[config.mk]
export PLATFORM = sky130hd
export DESIGN_NAME = dec_entry_to_bin
export DESIGN_NICKNAME = d
export VERILOG_FILES = /design/src/rtl/dec_entry_to_bin_pkg.sv /design/src/rtl/dec_entry_to_bin_seg7_to_bcd.sv /design/src/rtl/dec_entry_to_bin.sv
export SDC_FILE = /design/constraint.sdc
export NUM_CORES = 1
export LEC_CHECK = 0
export BUFFER_PORTS_ARGS = -buffer_cell sky130_fd_sc_hd__buf_2
export CORE_ASPECT_RATIO = 1.2
export CORE_MARGIN = 1.5
export CORE_UTILIZATION = 45
export CTS_CLUSTER_SIZE = 8
export DETAILED_ROUTE_END_ITERATION = 10
export GPL_ROUTABILITY_DRIVEN = 0
export HOLD_SLACK_MARGIN = 0.1
export RECOVER_POWER = 25
export SETUP_SLACK_MARGIN = 0.2
export SLEW_MARGIN = 25
export SYNTH_ARGS = -nofsm -noshare
export SYNTH_HDL_FRONTEND = slang
export SYNTH_SLANG_ARGS = --single-unit
[constraint.sdc]
create_clock -name clk -period 4.3 [get_ports clk]
set_clock_uncertainty 0.15 [all_clocks]
set_input_delay 0.43 -clock clk [delete_from_list [all_inputs] [get_ports clk]]
set_output_delay 0.43 -clock clk [all_outputs]
set_load 0.05 [all_outputs]
[src/rtl/dec_entry_to_bin_pkg.sv]
// dec_entry_to_bin_pkg: shared states, digit width and segment patterns; DIGIT_W follows SEG_INPUT_EN.
package dec_entry_to_bin_pkg;
  typedef enum logic [1:0] {IDLE, ACCUM, HOLD} state_t;
  localparam int DEC_RADIX = 10;
`ifdef SEG_INPUT_EN
  localparam int DIGIT_W = 7;
`else
  localparam int DIGIT_W = 4;
`endif
  localparam logic [6:0] SEG_0 = 7'b1111110;
  localparam logic [6:0] SEG_1 = 7'b0110000;
  localparam logic [6:0] SEG_2 = 7'b1101101;
  localparam logic [6:0] SEG_3 = 7'b1111001;
  localparam logic [6:0] SEG_4 = 7'b0110011;
  localparam logic [6:0] SEG_5 = 7'b1011011;
  localparam logic [6:0] SEG_6 = 7'b1011111;
  localparam logic [6:0] SEG_7 = 7'b1110000;
  localparam logic [6:0] SEG_8 = 7'b1111111;
  localparam logic [6:0] SEG_9 = 7'b1111011;
endpackage

[src/rtl/dec_entry_to_bin_seg7_to_bcd.sv]
// seg7_to_bcd: combinational 7-segment (a..g = bit6..bit0) to BCD decode with legal flag.
// Only built when SEG_INPUT_EN is defined.
`ifdef SEG_INPUT_EN
module seg7_to_bcd
  import dec_entry_to_bin_pkg::*;
(
  input  logic [6:0] i_seg,
  output logic [3:0] o_digit,
  output logic       o_legal
);
  always_comb begin
    o_digit = 4'd0;
    o_legal = 1'b1;
    case (i_seg)
      SEG_0: o_digit = 4'd0;
      SEG_1: o_digit = 4'd1;
      SEG_2: o_digit = 4'd2;
      SEG_3: o_digit = 4'd3;
      SEG_4: o_digit = 4'd4;
      SEG_5: o_digit = 4'd5;
      SEG_6: o_digit = 4'd6;
      SEG_7: o_digit = 4'd7;
      SEG_8: o_digit = 4'd8;
      SEG_9: o_digit = 4'd9;
      default: o_legal = 1'b0;
    endcase
  end
endmodule
`endif

[src/rtl/dec_entry_to_bin.sv]
// dec_entry_to_bin: accumulates decimal digits MSD-first into a saturating binary value with valid/ready output.
// SEG_INPUT_EN selects 7-segment digit input instead of BCD.
module dec_entry_to_bin
  import dec_entry_to_bin_pkg::*;
#(
  parameter int MAX_DIGITS = 5,
  parameter int OUT_W      = 16
) (
  input  logic               clk,
  input  logic               rst,
  input  logic               digit_valid,
  input  logic [DIGIT_W-1:0] digit_in,
  output logic               digit_ready,
  input  logic               enter,
  input  logic               clear,
  output logic               bin_valid,
  input  logic               bin_ready,
  output logic [OUT_W-1:0]   binary_num,
  output logic [2:0]         ndigits,
  output logic               overflow,
  output logic               err_digit
);
  state_t           r_state, w_state_nx;
  logic [OUT_W-1:0] r_acc, r_bin, w_acc_dig;
  logic [OUT_W+3:0] w_next;
  logic [2:0]       r_nd, w_nd_dig;
  logic [3:0]       w_d;
  logic             r_ovf, r_err, w_legal, w_open, w_accept, w_rej, w_sat, w_ovf_dig;
`ifdef SEG_INPUT_EN
  seg7_to_bcd u_dec (.i_seg(digit_in), .o_digit(w_d), .o_legal(w_legal));
`else
  assign w_d     = digit_in;
  assign w_legal = digit_in < 4'(DEC_RADIX);
`endif
  // acc*10 + d with headroom so the saturation test sees the true value
  assign w_next    = ({4'b0, r_acc} << 3) + ({4'b0, r_acc} << 1) + (OUT_W+4)'(w_d);
  assign w_sat     = w_next > {4'b0, {OUT_W{1'b1}}};
  assign w_open    = r_state != HOLD;
  assign w_accept  = w_open && digit_valid && w_legal && (r_nd < 3'(MAX_DIGITS));
  assign w_rej     = w_open && digit_valid && !w_accept;
  assign w_acc_dig = !w_accept ? r_acc : w_sat ? {OUT_W{1'b1}} : w_next[OUT_W-1:0];
  assign w_nd_dig  = r_nd + 3'(w_accept);
  assign w_ovf_dig = r_ovf | (w_accept & w_sat);
  always_comb begin
    w_state_nx = clear ? IDLE :
                 r_state == HOLD ? (bin_ready ? IDLE : HOLD) :
                 enter ? HOLD : w_accept ? ACCUM : r_state;
  end
  always_ff @(posedge clk) begin
    r_state <= rst ? IDLE : w_state_nx;
  end
  always_ff @(posedge clk) begin
    if (rst) begin
      r_acc <= '0;
      r_nd  <= '0;
      r_ovf <= 1'b0;
      r_bin <= '0;
      r_err <= 1'b0;
    end else if (clear || (r_state == HOLD && bin_ready)) begin
      r_acc <= '0;
      r_nd  <= '0;
      r_ovf <= 1'b0;
      r_err <= 1'b0;
    end else if (w_open) begin
      r_acc <= w_acc_dig;
      r_nd  <= w_nd_dig;
      r_ovf <= w_ovf_dig;
      r_err <= w_rej;
      if (enter) r_bin <= w_acc_dig;
    end else begin
      r_err <= 1'b0;
    end
  end
  assign digit_ready = w_open;
  assign bin_valid   = r_state == HOLD;
  assign binary_num  = r_bin;
  assign ndigits     = r_nd;
  assign overflow    = r_ovf;
  assign err_digit   = r_err;
endmodule

==> flow_summary.yaml <==
sta:
  tightestPinTransition_ps: 933
  rsz0062_at_grt: "false"
  tns_ps: 0
  drv_slew: 0
  hold_viol: 0
  max_freq_ghz: 0.296
  finalCriticalPeriod_ps: 3370
  relSlewSlack_pct: 37.6
  post-route-period-util_pct: 78.4
  setup_ws_ps: 927
  setup_viol: 0
  hold_slack_ps: 174
routing:
  via_count: 2264
  drt-vias-per-instance: 5.81
  routedWlPerCell_um: 15.6
  drcViolationCount: 0
  route.antenna.remaining_nets: 0
  drtIter0Drc: 127
  totalWireLength_mm: 6.09
  first_pass_iters: 4
finish:
  utilization_pct: 53.6
  antennaDiodeCount: 0
  ff_latch_area_um2: 781
  fill_cells: 520
  synthToLayoutAreaGrowth_pct: 12.5
  mostFrequentLayoutCell: "nor2_1"
  stdcell_count: 390
  drive_gt1_share_pct: 13.7
  layout_common_cells: "nor2_1, dfxtp_1, ha_1"
  fin_area_um2: 2880
  multiInputGateArea_um2: 1710
  nets: 372
place:
  pre_cts_ws_ps: 738
  place.detailed.hpwl_mm: 4.60
  placedInstanceArea_um2: 2780
  dp_cells: 382
  port_buffers: 32
global_routing:
  grt_max_degree: 30
  grt_use_met1_pct: 25.6
  grt_pass1_vias: 2202
  grtUsageMet2_pct: 37.6
  top_usage_layer: "met2"
  met3_usage_pct: 4.94
  antenna_found_initial: 0
  track_usage_pct: 21.2
  overflow: 0
  grt_first_pass_wirelength_mm: 10.3
clock_tree:
  cts_setup_buffers: 0
  numCtsBuffers: 5
  clock-sinks: 39
  clk_latency_ps: 300
  htree_num_levels: 2
  cts_tree: "built"
  clk_pin_slew_worst_paths_ps: 80
  clock_path_buffers: 2
  cts_resized: 0
  cts-hold-fix-buffers: 0
  cts_root_buf: "clkbuf_8"
worst_setup_path:
  crit_type: "reg -> reg"
  crit_path_max_fanout: 17
  critical_path_arrival_ps: 3370
  cp-end-kind: "flop"
  cp_data_required_time_ps: 4300
  start_kind: "flop"
synth:
  synth.distinct_cells: 44
  synth_edf_count: 0
  ys_seq_area_share_pct: 30.5
  yosysWarnings: 0
  ys.flop_type: "dfxtp_1"
  syn-cell-area_um2: 2560
  synthCells: 294
  synth_fp_nets: 339
  synthArstFlopShare_pct: 0
  ys_seq_elements: 39
  synth_area_per_cell_um2: 8.70
die:
  die_h_um: 85.6
  fp.dieW_um: 71.8
  start_util_pct: 47.6
  ios: 33
  die_area_um2: 6150
  core_um2: 5370
  fp-row-count: 29
power:
  p_leak_nw: 1.27
  power.total_mw: 0.882
  power_density_nw_per_um2: 307
  ir_worst_vdd_mv: 0.223
hold_path:
  hp-class: "in -> reg"
run:
  drv_cap: 0
status:
  status: "complete, no violations"
area by class of cell:
cell class              count  share of cell area [%]
clock buffers               6                    2.87
well taps                  62                    2.70
inverters                   5                   0.652
clock inverters             2                    1.22
flip-flops and latches     39                    27.1
multi-input cells         240                    59.4
repair buffers             36                    6.00
path summary, 6_finish.rpt:
kind         depth (start not counted)            from        endpoint  slack [ps]
max                                 10        r_acc[0]       r_acc[11]         930
min                                  2           clear      r_state[0]         170
max reg2reg                         10        r_acc[0]       r_acc[11]         930
min reg2reg                          2  binary_num[13]  binary_num[13]         300
worst max-delay path, cell delays in order, from the launching register on:
cell	delay [ps]
dfxtp_1	390
fa_1	480
fa_1	500
a211oi_1	340
o211ai_1	130
a21oi_1	270
o311ai_0	250
o31ai_4	100
buf_4	270
nand4_1	150
nor3b_2	190
cell usage after synthesis, types with 2 or more instances:
cell type | n | area, um2
nor2_1 | 48 | 180
dfxtp_1 | 39 | 781
ha_1 | 33 | 413
nand2_1 | 24 | 90.1
a21oi_1 | 22 | 110
a22o_1 | 14 | 123
nand4_1 | 12 | 75.1
o21ai_0 | 10 | 50.1
nor3b_2 | 9 | 113
clkbuf_1 | 7 | 26.3
nand3_1 | 7 | 35.0
xor2_1 | 7 | 61.3
xnor2_1 | 6 | 52.6
inv_1 | 5 | 18.8
nor3b_1 | 5 | 37.5
o211ai_1 | 5 | 37.5
a211oi_1 | 3 | 22.5
a31oi_1 | 3 | 18.8
o21ai_1 | 3 | 15.0
or3_1 | 3 | 18.8
a21o_1 | 2 | 15.0
a41o_1 | 2 | 20.0
buf_2 | 2 | 10.0
fa_1 | 2 | 40.0
o21a_1 | 2 | 15.0
flip-flops by register name, indices dropped and copies added (netlist names):
| signal | cells |
|---|---|
| r_acc | 16 |
| err_digit | 1 |
| r_state | 2 |
| ndigits | 3 |
| binary_num | 16 |
| overflow | 1 |
report_power, final:
| part | internal, mW | switching (mW) |
|---|---|---|
| sequential | 0.375 | 0.0110 |
| combinational | 0.0582 | 0.117 |
| clock | 0.188 | 0.133 |
routing by layer:
metal	vias up	part of all wire (%)
li1	1148	-
met1	1059	44
met2	47	52
met3	10	3.0
met4	0	1.5
met5	-	0
cell families after synthesis:
| group | count (synthesis) | share of synthesized area [%] |
|---|---|---|
| AND/OR/NAND/NOR | 116 | 23.7 |
| AO/OA/AOI/OAI | 76 | 21.0 |
| flip-flops | 39 | 30.5 |
| adder cells (fa/ha/maj) | 35 | 17.7 |
| buffers and inverters | 15 | 2.59 |
| XOR/XNOR | 13 | 4.45 |
Power figures use the tool's default switching activity.
